$ cat config.mk
export PLATFORM = sky130hd
export DESIGN_NAME = fetch_ctrl
export DESIGN_NICKNAME = d
export VERILOG_FILES = /design/src/rtl/fetch_pkg.sv /design/src/rtl/fetch_fifo.sv /design/src/rtl/fetch_ctrl.sv
export SDC_FILE = /design/constraint.sdc
export NUM_CORES = 1
export LEC_CHECK = 0
export BUFFER_PORTS_ARGS = -buffer_cell sky130_fd_sc_hd__buf_2
export CAP_MARGIN = 20
export CORE_ASPECT_RATIO = 1.25
export CORE_MARGIN = 1
export CORE_UTILIZATION = 45
export DETAILED_ROUTE_END_ITERATION = 10
export HOLD_SLACK_MARGIN = 0.06
export PLACE_DENSITY = 0.79
export SYNTH_ARGS = -nofsm -noshare
export SYNTH_HDL_FRONTEND = slang
export SYNTH_SLANG_ARGS = --single-unit
$ cat constraint.sdc
create_clock -name clk_i -period 2.15 [get_ports clk_i]
set_input_delay 0.3225 -clock clk_i [delete_from_list [all_inputs] [get_ports clk_i]]
set_output_delay 0.3225 -clock clk_i [all_outputs]
set_load 0.02 [all_outputs]
$ cat src/rtl/fetch_pkg.sv
// Shared types and constants for the instruction fetch controller.
// The entry struct is the default 32-bit layout; fetch_ctrl builds a width-matched one.
package fetch_pkg;

    localparam int          INSTR_BYTES      = 4;
    localparam logic [31:0] RESET_PC_DEFAULT = 32'h0000_0000;

    typedef struct packed {
        logic [31:0] pc;
        logic [31:0] instr;
    } fetch_entry_t;

endpackage : fetch_pkg

$ cat src/rtl/fetch_fifo.sv
// Small fetch queue of {pc, instr} entries with flush; flush wins over push and pop.
// Storage is register based so that it can be cleared by reset.
module fetch_fifo
    import fetch_pkg::*;
#(
    parameter int  DEPTH   = 2,
    parameter type entry_t = fetch_entry_t
) (
    input  logic                     clk_i,
    input  logic                     rst_ni,
    input  logic                     push_i,
    input  logic                     pop_i,
    input  logic                     flush_i,
    input  entry_t                   wdata_i,
    output entry_t                   head_o,
    output logic [$clog2(DEPTH):0]   count_o
);

    localparam int PTR_W = $clog2(DEPTH);
    localparam int CNT_W = $clog2(DEPTH) + 1;

    logic [PTR_W-1:0] wr_ptr_q, wr_ptr_d;
    logic [PTR_W-1:0] rd_ptr_q, rd_ptr_d;
    logic [CNT_W-1:0] count_q, count_d;
    logic [DEPTH-1:0] wr_en;
    entry_t           mem_q [DEPTH];

    genvar gi;
    generate
        for (gi = 0; gi < DEPTH; gi++) begin : g_wr_en
            assign wr_en[gi] = push_i && !flush_i && (wr_ptr_q == PTR_W'(gi));
        end
    endgenerate

    always_comb begin
        wr_ptr_d = wr_ptr_q;
        rd_ptr_d = rd_ptr_q;
        count_d  = count_q;
        if (flush_i) begin
            wr_ptr_d = '0;
            rd_ptr_d = '0;
            count_d  = '0;
        end else begin
            if (push_i) wr_ptr_d = wr_ptr_q + PTR_W'(1);
            if (pop_i)  rd_ptr_d = rd_ptr_q + PTR_W'(1);
            case ({push_i, pop_i})
                2'b10:   count_d = count_q + CNT_W'(1);
                2'b01:   count_d = count_q - CNT_W'(1);
                default: count_d = count_q;
            endcase
        end
    end

    always_ff @(posedge clk_i or negedge rst_ni) begin
        if (!rst_ni) begin
            wr_ptr_q <= '0;
            rd_ptr_q <= '0;
            count_q  <= '0;
        end else begin
            wr_ptr_q <= wr_ptr_d;
            rd_ptr_q <= rd_ptr_d;
            count_q  <= count_d;
        end
    end

    always_ff @(posedge clk_i or negedge rst_ni) begin
        if (!rst_ni) begin
            for (int i = 0; i < DEPTH; i++) mem_q[i] <= '0;
        end else begin
            for (int i = 0; i < DEPTH; i++) begin
                if (wr_en[i]) mem_q[i] <= wdata_i;
            end
        end
    end

    assign head_o  = mem_q[rd_ptr_q];
    assign count_o = count_q;

endmodule : fetch_fifo

$ cat src/rtl/fetch_ctrl.sv
// Instruction fetch controller: owns the fetch PC, pushes {pc, word} into the
// fetch queue, and handles backpressure, redirects and fetch enable.
module fetch_ctrl
    import fetch_pkg::*;
#(
    parameter int ADDRESS_WIDTH = 32,
    parameter int DATA_WIDTH    = 32,
    parameter int DEPTH         = 2,
    parameter logic [ADDRESS_WIDTH-1:0] RESET_PC = ADDRESS_WIDTH'(RESET_PC_DEFAULT)
) (
    input  logic                       clk_i,
    input  logic                       rst_ni,
    input  logic                       en_i,
    input  logic                       redirect_i,
    input  logic [ADDRESS_WIDTH-1:0]   redirect_pc_i,
    output logic [ADDRESS_WIDTH-1:0]   imem_addr_o,
    input  logic [DATA_WIDTH-1:0]      imem_rd_i,
    output logic [DATA_WIDTH-1:0]      instr_o,
    output logic [ADDRESS_WIDTH-1:0]   pc_o,
    output logic                       valid_o,
    input  logic                       ready_i,
    output logic                       misalign_o,
    output logic [$clog2(DEPTH):0]     count_o
);

    localparam int CNT_W = $clog2(DEPTH) + 1;

    typedef struct packed {
        logic [ADDRESS_WIDTH-1:0] pc;
        logic [DATA_WIDTH-1:0]    instr;
    } entry_t;

    logic [ADDRESS_WIDTH-1:0] fetch_pc_q, fetch_pc_d;
    logic                     misalign_q, misalign_d;
    logic [CNT_W-1:0]         count;
    logic                     pop;
    logic                     push;
    entry_t                   wr_entry;
    entry_t                   head;

    assign pop  = valid_o & ready_i;
    // A full queue still accepts a new word when the head leaves in the same cycle.
    assign push = en_i & ~redirect_i & ((count < CNT_W'(DEPTH)) | pop);

    assign wr_entry.pc    = fetch_pc_q;
    assign wr_entry.instr = imem_rd_i;

    fetch_fifo #(
        .DEPTH   (DEPTH),
        .entry_t (entry_t)
    ) u_fifo (
        .clk_i   (clk_i),
        .rst_ni  (rst_ni),
        .push_i  (push),
        .pop_i   (pop),
        .flush_i (redirect_i),
        .wdata_i (wr_entry),
        .head_o  (head),
        .count_o (count)
    );

    always_comb begin
        fetch_pc_d = fetch_pc_q;
        misalign_d = 1'b0;
        if (redirect_i) begin
            fetch_pc_d = {redirect_pc_i[ADDRESS_WIDTH-1:2], 2'b00};
            misalign_d = |redirect_pc_i[1:0];
        end else if (push) begin
            fetch_pc_d = fetch_pc_q + ADDRESS_WIDTH'(INSTR_BYTES);
        end
    end

    always_ff @(posedge clk_i or negedge rst_ni) begin
        if (!rst_ni) begin
            fetch_pc_q <= RESET_PC;
            misalign_q <= 1'b0;
        end else begin
            fetch_pc_q <= fetch_pc_d;
            misalign_q <= misalign_d;
        end
    end

    assign imem_addr_o = fetch_pc_q;
    assign instr_o     = head.instr;
    assign pc_o        = head.pc;
    assign valid_o     = (count != '0);
    assign count_o     = count;
    assign misalign_o  = misalign_q;

endmodule : fetch_ctrl

# == Yosys cells after proc, flatten, opt, wreduce, memory -nomap -nowiden ==
# Index checks and enable logic that the tools add are counted.
# classes
n_lt_le_gt_ge,2
reduce_logical,9
bitwise_logic,7
n_eq_ne,2
addsub,5
mux,12
# op_table
operator,n
2-to-1 mux 64 bit,3
2-to-1 mux 32 bit,2
"adder 32 x 3 -> 32 bit, second input constant",1
nonzero test 2 bit,3
2-to-1 mux 1 bit,5
one-hot mux 2 bit (2 select lines),1
AND 1 bit,3
logical AND 1 bit,3
nonzero test 3 bit,1
"adder 1 bit, second input constant",2
"adder 2 x 1 -> 2 bit, second input constant",1
"equality test 2 x 1 -> 1 bit, second input constant",1
"equality test 2 bit, second input constant",1
"greater-or-equal comparator 2 bit, second input constant",1
"< comparator 2 bit, second input constant",1
2-to-1 mux 2 bit,1
NOT 1 bit,2
NOT 1 -> 2 bit,1
OR reduction 2 bit,1
"subtractor 2 x 1 -> 2 bit, second input constant",1
logical NOT 1 bit,1
OR 1 bit,1
# word_totals
inputBits,69
regBits,165

# == Longest topological paths before layout ==
# Gate-level depths: netlist of run 1.
# logic_depth
ltp_word,7
mapped_depth,7
ltp_nobuf,6

# == Hierarchy ==
# From an unflattened synthesis of run 1, not the netlist that was laid out.
# unflattened
hier_cells,566
hier_area_um2,7923.8
# modules_own_cells
mod,area_per_inst_um2,instances,cells_each,seq_area_each_um2
fetch_fifo,6035.8,1,360,3303.2
fetch_ctrl,1888.1,1,206,775.7

# == Least setup slack after synthesis of run 1 ==
# Ideal clock, no wire load.
# synth_path
path_kind,reg2reg
from,"register u_fifo.count_q[1], in the netlist u_fifo.count_o[1]"
to,register u_fifo.mem_q[108] (netlist name)
setup_slack_ns,0.313
arrival_time_ns,1.713
period_less_slack_ns,1.837
n_path_buf,2
t_required_ns,2.025
path_stages_with_launch,7
cell_sequence,dfrtp_1 -> nand2b_1 -> buf_4 -> nand2_2 -> nor3_4 -> buf_6 -> mux2_2
# synth_between
elab_chain_cells,6
word_cells_on_any_way,7
cone_classes,order compare (1); bitwise (3); reduce/logical (3)
# synth_rtl
item,line_no,rtl
"start, declared",fetch_fifo.sv:24,"logic [CNT_W-1:0] count_q, count_d;"
"start signal, assigned",fetch_fifo.sv:62,count_q <= count_d;
nonzero test 2 bit,fetch_ctrl.sv:86,assign valid_o = (count != '0);
AND 1 bit,fetch_ctrl.sv:41,assign pop = valid_o & ready_i;
OR 1 bit *,fetch_ctrl.sv:43,assign push = en_i & ~redirect_i & ((count < CNT_W'(DEPTH)) | pop);
AND 1 bit *,fetch_ctrl.sv:43,
logical AND 1 bit * (2 in series),fetch_fifo.sv:31,assign wr_en[gi] = push_i && !flush_i && (wr_ptr_q == PTR_W'(gi));
"end signal, assigned by index",fetch_fifo.sv:71,if (wr_en[i]) mem_q[i] <= wdata_i;
"end, declared",fetch_fifo.sv:26,entry_t mem_q [DEPTH];
# Mark *: on every way between the ends. The rest lies on a longest branch, timed or not.
# A chain may end at the register's enable or synchronous reset.

# == Worst setup path after layout of run 1 ==
# layout_path
from,register u_fifo.rd_ptr_q
to,output pc_o[14]
# layout_between
elab_chain_cells,4
# layout_rtl
item,line_no,rtl
"start, declared",fetch_fifo.sv:23,"logic [PTR_W-1:0] rd_ptr_q, rd_ptr_d;"
"start signal, assigned",fetch_fifo.sv:61,rd_ptr_q <= rd_ptr_d;
NOT 1 -> 2 bit (not written as such),fetch_fifo.sv:76,assign head_o = mem_q[rd_ptr_q];
2-to-1 mux 64 bit (not written as such) (3 in series),fetch_fifo.sv:76,
"end, declared",fetch_ctrl.sv:19,"output logic [ADDRESS_WIDTH-1:0] pc_o,"
# No other way between the ends. The select of a mux whose other input is x is not followed.

==> results.json, run 1 <==
{
  "area_delta_synth_final_pct": 22.4,
  "critPathLaunchType": "flip-flop",
  "port-buffer-count": 164,
  "max_freq_ghz": 0.495,
  "cts_buffers": 17,
  "maxUsedRoutingLayer": "met5",
  "synth.most_common_cell": "mux2_2",
  "relSlewSlack_pct": 63.8,
  "ys.flop_type": "dfrtp_1",
  "dieArea_sq_mm": 0.0169,
  "wl_met3_um": 930,
  "drt_iter0_markers": 272,
  "status": "finished clean",
  "die_h_um": 145,
  "clk_pin_slew_ps": 70,
  "arrival_ps": 1700,
  "wl_met2_mm": 7.91,
  "antenna_found_initial": 1,
  "core_area_sq_mm": 0.0158,
  "maxSlewViolCount": 0,
  "fillers": 1348,
  "grtUsageTotal_pct": 19.7,
  "finalCriticalPeriod_ps": 2020,
  "hold_violations": 0,
  "synth_area_leaders": "dfrtp_1 54%, mux2_2 28%, xnor2_1 2.9%, nand2_1 2.1%, buf_6 1.8%",
  "crit_slowest_cell": "mux2_2",
  "finClkSkew_ps": 10.2,
  "swShare_pct": 30.5,
  "synth_edf_count": 0,
  "vias": 4950,
  "yosysWarnings": 0,
  "htree_levels": 4,
  "end_kind": "output pin",
  "hp-start": "redirect_pc_i[18]",
  "cts_tree": "built",
  "hold-path-cell-count": 3,
  "drc": 0,
  "finalCritPeriodShare_pct": 94.0,
  "fin_cells": 952,
  "start_util_pct": 46.6,
  "fp.dieW_um": 117,
  "ys_ff_latch": 159,
  "combPwrFrac_pct": 25.8,
  "tightestPinTransition_ps": 543,
  "place_congestion": 0.756,
  "dr.pass1.iters": 4,
  "cts_root_buf": "clkbuf_16",
  "required_ps": 1830,
  "drt-met1-wl_mm": 6.92,
  "crit_chain": "buf_4 -> mux2_2 -> buf_2",
  "max-clock-path-buffers": 2,
  "clkPwrFrac_pct": 30.5,
  "drt-total-wl_mm": 15.9,
  "dp_hpwl_mm": 11.0,
  "syn_area_sq_mm": 0.00737,
  "drt-vias-per-instance": 5.20,
  "holdCritPathClass": "in -> reg",
  "rows": 51,
  "rsz0062_at_grt": "no",
  "syn_avg_cell_area_sq_um": 13.2,
  "p_leak_nw": 4.12,
  "diodes": 0,
  "drive_gt1_share_pct": 54.9,
  "clk_latency_ps": 420,
  "r2r_end": "imem_addr_o[28]$_DFFE_PN0P_",
  "p_switching_mw": 2.90,
  "hold_end": "imem_addr_o[18]$_DFFE_PN0P_",
  "yosysUniqueCellTypes": 38,
  "setup_violations": 0,
  "overflow": 0,
  "reg2reg_from": "imem_addr_o[3]$_DFFE_PN0P_",
  "netlist_instances": 558,
  "synth_top_area_share_pct": 54.0,
  "peakVddDrop_mv": 0.621,
  "synth-async-reset-ratio_pct": 100,
  "ant_nets": 0,
  "tns_ps": 0,
  "crit_fanout": 23,
  "crit_type": "reg -> out",
  "cts_num_sinks": 159,
  "cpPeakStageDelay_ps": 400,
  "layout.nets": 798,
  "seq_area_frac_synth_pct": 54.0,
  "p_int_mw": 6.61,
  "reg2reg_slack_ps": 200,
  "post_cts_buffers": 0,
  "r2r_cells": 6,
  "grt_pass1_wl_mm": 25.7,
  "ios": 169,
  "yosys.area.top_type": "dfrtp_1",
  "grt_max_degree": 59,
  "power_density_mw_per_mm2": 1050,
  "dp_cells": 920,
  "drv_cap": 0,
  "grt_pass1_vias": 5089,
  "p_seq_share_pct": 43.7,
  "wl_per_cell_um": 16.8,
  "total_power_mw": 9.51,
  "synth_common_cells": "182 x mux2_2, 159 x dfrtp_1, 42 x nand2_1, 24 x xnor2_1, 23 x o21ai_0"
}
[worst max-delay path: cells and delay by family (launching register included)]
kind,cells,cell delay [ps]
buf+inv,2,490
mux,1,400
flops,1,380
[power groups by stage]
stage	clock network (mW)	registers, mW	logic (mW)
2_1_floorplan	0	4.14	1.73
3_3_place_gp	0	4.16	2.41
3_5_place_dp	0	4.21	2.47
4_1_cts	2.97	4.16	2.49
5_1_grt	3.08	4.26	2.65
6_report	2.90	4.16	2.45
[cell type report]
type	count	area [sq um]	area share (%)
clock inverters	13	130	1.44
well taps	212	265	2.94
repair buffers	182	1040	11.5
inverters	5	18.8	0.208
multi-input cells	363	3150	34.9
clock buffers	18	439	4.87
flip-flops and latches	159	3980	44.1
[layer usage]
metal	up-vias	track usage, %
met2	158	32.5
met3	13	4.89
li1	2308	-
met4	2	7.24
met5	-	0
met1	2469	24.6
[worst max path at each step]
| stage | slack, ps | cells past startpoint | end | from |
|---|---|---|---|---|
| after global routing | 50 | 6 | imem_addr_o[28]$_DFFE_PN0P_ | imem_addr_o[3]$_DFFE_PN0P_ |
| after detailed placement | 80 | 6 | u_fifo.mem_q[120]$_DFFE_PN0P_ | ready_i |
| after floorplan | 310 | 6 | u_fifo.mem_q[108]$_DFFE_PN0P_ | u_fifo.count_o[1]$_DFFE_PN0P_ |
| final | 130 | 3 | pc_o[14] | u_fifo.rd_ptr_q$_DFFE_PN0P_ |
| after CTS | 90 | 3 | pc_o[14] | u_fifo.rd_ptr_q$_DFFE_PN0P_ |
| after global placement | 150 | 6 | u_fifo.mem_q[122]$_DFFE_PN0P_ | ready_i |
[placed cells by master (no fill, tap or decap), types with 9 or more instances in the layout]
master / instances
o21ai_0: 23
dfrtp_1: 158
xnor2_1: 24
clkbuf_16: 17
nand2_1: 42
buf_2: 163
buf_4: 11
nor2_1: 12
nand3_1: 11
nor3_1: 9
mux2_2: 182
[kinds of logic after synthesis]
logic type | Yosys count | synth area share, %
muxes | 188 | 28.7
DFF | 159 | 54.0
and+or+nand+nor | 105 | 7.55
buffers and inverters | 39 | 3.48
AOI/OAI and AO/OA | 34 | 2.43
xor gates and xnor gates | 31 | 3.68
adders and majority gates | 1 | 0.170
other | 1 | 0.0509
[repair_timing]
item                                    in CTS  in global routing
endpoints found under the setup margin       0                 14
hold buffers                                 1                  0
hold endpoints to repair                    49                  0
resized for setup                            0                  1
[registers in the layout, indices dropped and copies added, names as in the netlist]
register and cells:
u_fifo.wr_ptr_q 1, u_fifo.count_o 2, misalign_o 1, imem_addr_o 30, u_fifo.rd_ptr_q 1, u_fifo.mem_q 124
[stage by stage]
| stage | utilization, % | instance area, sq um | worst slack [ps] | hold WS [ps] |
|---|---|---|---|---|
| floorplan | - | 7390 | 313 | 26.9 |
| global placement | 53.4 | 8440 | 146 | 327 |
| detailed placement | 53.4 | 8440 | 76.9 | 328 |
| CTS | 57.0 | 9020 | 93.7 | 84.8 |
| global route | 57.0 | 9030 | 45.9 | 104 |
| finish | 57.0 | 9030 | 129 | 103 |
No activity file was read; power rests on OpenSTA's default activity.
==> inputs of run 2 (changes only) <==
Settings changed: CELL_PAD_IN_SITES_DETAIL_PLACEMENT set to 1, CELL_PAD_IN_SITES_GLOBAL_PLACEMENT set to 1, CORE_UTILIZATION 45 to 43, PLACE_DENSITY 0.79 to 0.9.
==> results.json, run 2 (synthesis gave the netlist of run 1 again) <==
{
  "status": "finished clean",
  "max_freq_ghz": 0.493,
  "relSlewSlack_pct": 56.6,
  "wl_per_cell_um": 19.3,
  "tns_ps": 0,
  "r2r_cells": 6,
  "critPathLaunchType": "flip-flop",
  "hold_violations": 0,
  "place_congestion": 0.745,
  "multiInputGateArea_sq_mm": 0.00316,
  "vias": 5060,
  "reg2reg_from": "imem_addr_o[3]$_DFFE_PN0P_",
  "ios": 169,
  "required_ps": 1830,
  "ant_nets": 0,
  "drive_gt1_share_pct": 54.7,
  "dp_hpwl_mm": 12.8,
  "drt_iter0_markers": 137,
  "largest_reg_flops": 124,
  "maxSlewViolCount": 0,
  "crit_end": "instr_o[23]",
  "start_util_pct": 44.0,
  "drv_cap": 0,
  "cts_tree": "built",
  "layout.nets": 794,
  "layout_commonest_cell": "mux2_2",
  "regArea_sq_mm": 0.00398,
  "antenna_found_initial": 1,
  "finalCriticalPeriod_ps": 2030,
  "arrival_ps": 1710,
  "grt_pass1_wl_mm": 30.7,
  "drt-total-wl_mm": 18.5,
  "htree_levels": 4,
  "core_area_sq_mm": 0.0168,
  "peakVddDrop_mv": 0.617,
  "worstSetupStartpoint": "u_fifo.rd_ptr_q$_DFFE_PN0P_",
  "grt_pass1_vias": 5821,
  "p_leak_nw": 4.14,
  "drt-vias-per-instance": 5.28,
  "post_cts_buffers": 0,
  "post-route-cell-area_sq_mm": 0.00909,
  "die_h_um": 148,
  "tightestPinTransition_ps": 651,
  "clk_pin_slew_ps": 70,
  "cts_buffers": 17,
  "r2r_end": "imem_addr_o[28]$_DFFE_PN0P_",
  "holdCritPathClass": "in -> reg",
  "end_kind": "output pin",
  "most-common-layout-cells": "182 x mux2_2, 163 x buf_2, 158 x dfrtp_1",
  "fin_util_pct": 54.2,
  "dieArea_sq_mm": 0.0177,
  "overflow": 0,
  "max-clock-path-buffers": 2,
  "timing.hold.ws_ps": 117,
  "rows": 53,
  "cts_num_sinks": 159,
  "area_delta_synth_final_pct": 23.2,
  "finClkSkew_ps": 10.0,
  "crit_type": "reg -> out",
  "port-buffer-count": 164,
  "grt_max_degree": 67,
  "regMostFlops": "u_fifo.mem_q",
  "fillers": 1741,
  "grtUsageTotal_pct": 22.5,
  "crit_fanout": 63,
  "reg2reg_slack_ps": 160,
  "dr.pass1.iters": 4,
  "finalCritPeriodShare_pct": 94.3,
  "clk_latency_ps": 420,
  "placed_cell_area_sq_mm": 0.00844,
  "cts_root_buf": "clkbuf_16",
  "fp.dieW_um": 119,
  "rsz0062_at_grt": "no",
  "setup_violations": 0,
  "power_density_mw_per_mm2": 1100,
  "drc": 0
}
==> run 2: cell types whose count changed in the layout (fill, tap and decap cells not counted), moves of 2 or more <==
cell,before,now
clkinvlp_4,3,1
bufinv_16,1,4
buf_4,11,6
clkinv_2,1,3
==> run 2: where the power goes <==
group / switching [mW] / internal (mW) / leakage (nW)
registers: 0.466 / 3.74 / 1.93
clock network: 1.27 / 1.96 / 0.310
logic: 1.29 / 1.23 / 1.91
==> run 2: layout make-up <==
class,count,share of cell area (%)
clock inverter,15,2.27
tap,220,3.03
clock buffer,17,4.68
sequential,159,43.8
inverter,5,0.207
timing repair buffer,178,11.3
multi-input combinational,363,34.7
antenna,1,0.0275
==> run 2: stage by stage <==
stage | power [mW] | worst slack, ps | std cells
finish | 9.95 | 122 | 958
CTS | 10.1 | 77.9 | 957
floorplan | 5.87 | 313 | 561
global route | 10.4 | 21.5 | 957
global placement | 6.55 | 262 | 924
detailed placement | 6.79 | 181 | 924
==> run 2: what timing repair did <==
action / 4_1_cts / 5_1_grt
hold buffers: 1 / 0
endpoints found under the setup margin: 0 / 1
resized for setup: 0 / 1
endpoints found under the hold margin: 62 / 0
==> run 2: worst min-delay path by stage <==
stage / end / startpoint / cells after the start / slack, ps
floorplan: imem_addr_o[10]$_DFFE_PN0P_ / rst_ni / 0 / 30
global placement: u_fifo.mem_q[6]$_DFFE_PN0P_ / rst_ni / 1 / 360
detailed placement: u_fifo.mem_q[8]$_DFFE_PN0P_ / rst_ni / 1 / 370
CTS: imem_addr_o[18]$_DFFE_PN0P_ / redirect_pc_i[18] / 3 / 100
global route: imem_addr_o[5]$_DFFE_PN0P_ / redirect_pc_i[5] / 3 / 110
finish: imem_addr_o[12]$_DFFE_PN0P_ / redirect_pc_i[12] / 3 / 120
==> run 2: metal layers <==
metal / GRT usage [%] / wire length, um / vias up / part of all wire (%)
li1: - / - / 2300 / -
met1: 26.0 / 7540 / 2574 / 41
met2: 39.9 / 9650 / 158 / 52
met3: 6.21 / 974 / 28 / 5.3
met4: 8.04 / 364 / 0 / 2.0
met5: 0 / 0 / - / 0
==> run 2: critical path: stages (launching register included) <==
cell     delay (ps)
dfrtp_2         370
buf_12          340
mux2_2          400
buf_2           170
==> inputs of run 3 (changes only) <==
Settings changed: CORE_MARGIN 1 to 2, REMOVE_ABC_BUFFERS set to 1.
==> results.json, run 3 (synthesis gave the netlist of run 1 again) <==
{
  "peakVddDrop_mv": 0.585,
  "total_power_mw": 9.80,
  "crit_fanout": 9,
  "layout.nets": 793,
  "grt_max_degree": 90,
  "layout_commonest_cell": "mux2_2",
  "cts_tree": "built",
  "fin_util_pct": 53.9,
  "start_util_pct": 44.0,
  "placed_cell_area_sq_mm": 0.00841,
  "multiInputGateArea_sq_mm": 0.00318,
  "tightestPinTransition_ps": 610,
  "drt-vias-per-instance": 5.32,
  "power_density_mw_per_mm2": 1080,
  "grt_pass1_wl_mm": 29.4,
  "drt-total-wl_mm": 18.6,
  "most-common-layout-cells": "182 x mux2_2, 163 x buf_2, 158 x dfrtp_1",
  "critPathLaunchType": "flip-flop",
  "port-buffer-count": 164,
  "ios": 169,
  "max-clock-path-buffers": 2,
  "relSlewSlack_pct": 59.4,
  "status": "finished clean",
  "dp_hpwl_mm": 12.7,
  "drc": 0,
  "area_delta_synth_final_pct": 22.6,
  "arrival_ps": 2290,
  "regArea_sq_mm": 0.00398,
  "final.setup.worst_slack_ps": 125,
  "cts_root_buf": "clkbuf_16",
  "hold-path-cell-count": 2,
  "r2r_cells": 6,
  "die_h_um": 150,
  "ant_nets": 0,
  "max_freq_ghz": 0.494,
  "dp_cells": 923,
  "holdCritPathClass": "in -> reg",
  "clk_latency_ps": 420,
  "end_kind": "flip-flop",
  "place_congestion": 0.767,
  "finalCritPeriodShare_pct": 94.2,
  "fin_cells": 953,
  "dieArea_sq_mm": 0.0182,
  "timing.hold.ws_ps": 105,
  "overflow": 0,
  "grt_pass1_vias": 5707,
  "core_area_sq_mm": 0.0168,
  "finClkSkew_ps": 6.90,
  "crit_type": "reg -> reg",
  "rows": 53,
  "tns_ps": 0,
  "p_leak_nw": 4.11,
  "wl_per_cell_um": 19.5,
  "drv_cap": 0,
  "clk_pin_slew_ps": 60,
  "cts_buffers": 17,
  "regMostFlops": "u_fifo.mem_q",
  "hold_violations": 0,
  "setup_violations": 0,
  "vias": 5071,
  "pre_cts_ws_ps": 47.6,
  "antenna_found_initial": 0,
  "finalCriticalPeriod_ps": 2030,
  "drive_gt1_share_pct": 54.6,
  "post-route-cell-area_sq_mm": 0.00904,
  "htree_levels": 4,
  "post_cts_buffers": 0,
  "dr.pass1.iters": 4,
  "largest_reg_flops": 124,
  "fp.dieW_um": 121,
  "fillers": 1756,
  "required_ps": 2410,
  "grtUsageTotal_pct": 20.8,
  "drt_iter0_markers": 149,
  "diodes": 0,
  "cts_num_sinks": 159,
  "maxSlewViolCount": 0
}
==> run 3: cell count changes in the layout (fill, tap and decap cells not counted), moves of 2 or more <==
cell,change
inv_6,-4
nor4_2,+3
clkbuf_8,+4
nor4_1,-3
buf_12,-2
clkinv_4,-2
==> run 3: critical path, cell delays in order (launching register included) <==
cell and delay (ps):
dfrtp_1 470, ha_1 220, and3_1 310, nand4_4 270
nor3_1 330, xnor2_1 160, o21ai_0 110
==> run 3: final cells by class <==
class	count	area share, %
Clock buffer	22	5.36
Inverter	5	0.208
Timing Repair Buffer	177	10.9
Clock inverter	7	1.22
Sequential cell	159	44.0
Multi-Input combinational cell	363	35.2
Tap cell	220	3.04
==> run 3: worst paths after layout <==
path | startpoint | end | slack (ps)
worst max-delay path | imem_addr_o[2]$_DFFE_PN0P_ | imem_addr_o[18]$_DFFE_PN0P_ | 120
worst min-delay path | redirect_pc_i[0] | misalign_o$_DFF_PN0_ | 100
worst max register to register | imem_addr_o[2]$_DFFE_PN0P_ | imem_addr_o[18]$_DFFE_PN0P_ | 120
worst min register to register | u_fifo.mem_q[106]$_DFFE_PN0P_ | u_fifo.mem_q[106]$_DFFE_PN0P_ | 490
max in group asynchronous | rst_ni | u_fifo.mem_q[80]$_DFFE_PN0P_ | 1260
min in group asynchronous | rst_ni | imem_addr_o[4]$_DFFE_PN0P_ | 470
==> run 3: what timing repair did <==
item	4_1_cts	5_1_grt
setup endpoints to repair	0	5
resized for setup	0	4
endpoints found under the hold margin	159	0
hold buffers	1	0
==> run 3: per-layer routing <==
layer  GRT usage (%)  up-vias  routed length (um)  part of all wire, %
met1            24.4     2637                7590                   41
met5               0        -                   0                    0
met2            38.1      123               10000                   54
met3            4.39       24                 736                  4.0
li1                -     2287                   -                    -
met4            6.03        0                 258                  1.4
==> run 3: report_power, final <==
| part | internal [mW] | total (mW) | switching (mW) | leakage, nW |
|---|---|---|---|---|
| sequential | 3.74 | 4.23 | 0.484 | 1.93 |
| combinational | 1.22 | 2.51 | 1.28 | 1.89 |
| clock | 1.92 | 3.07 | 1.14 | 0.297 |
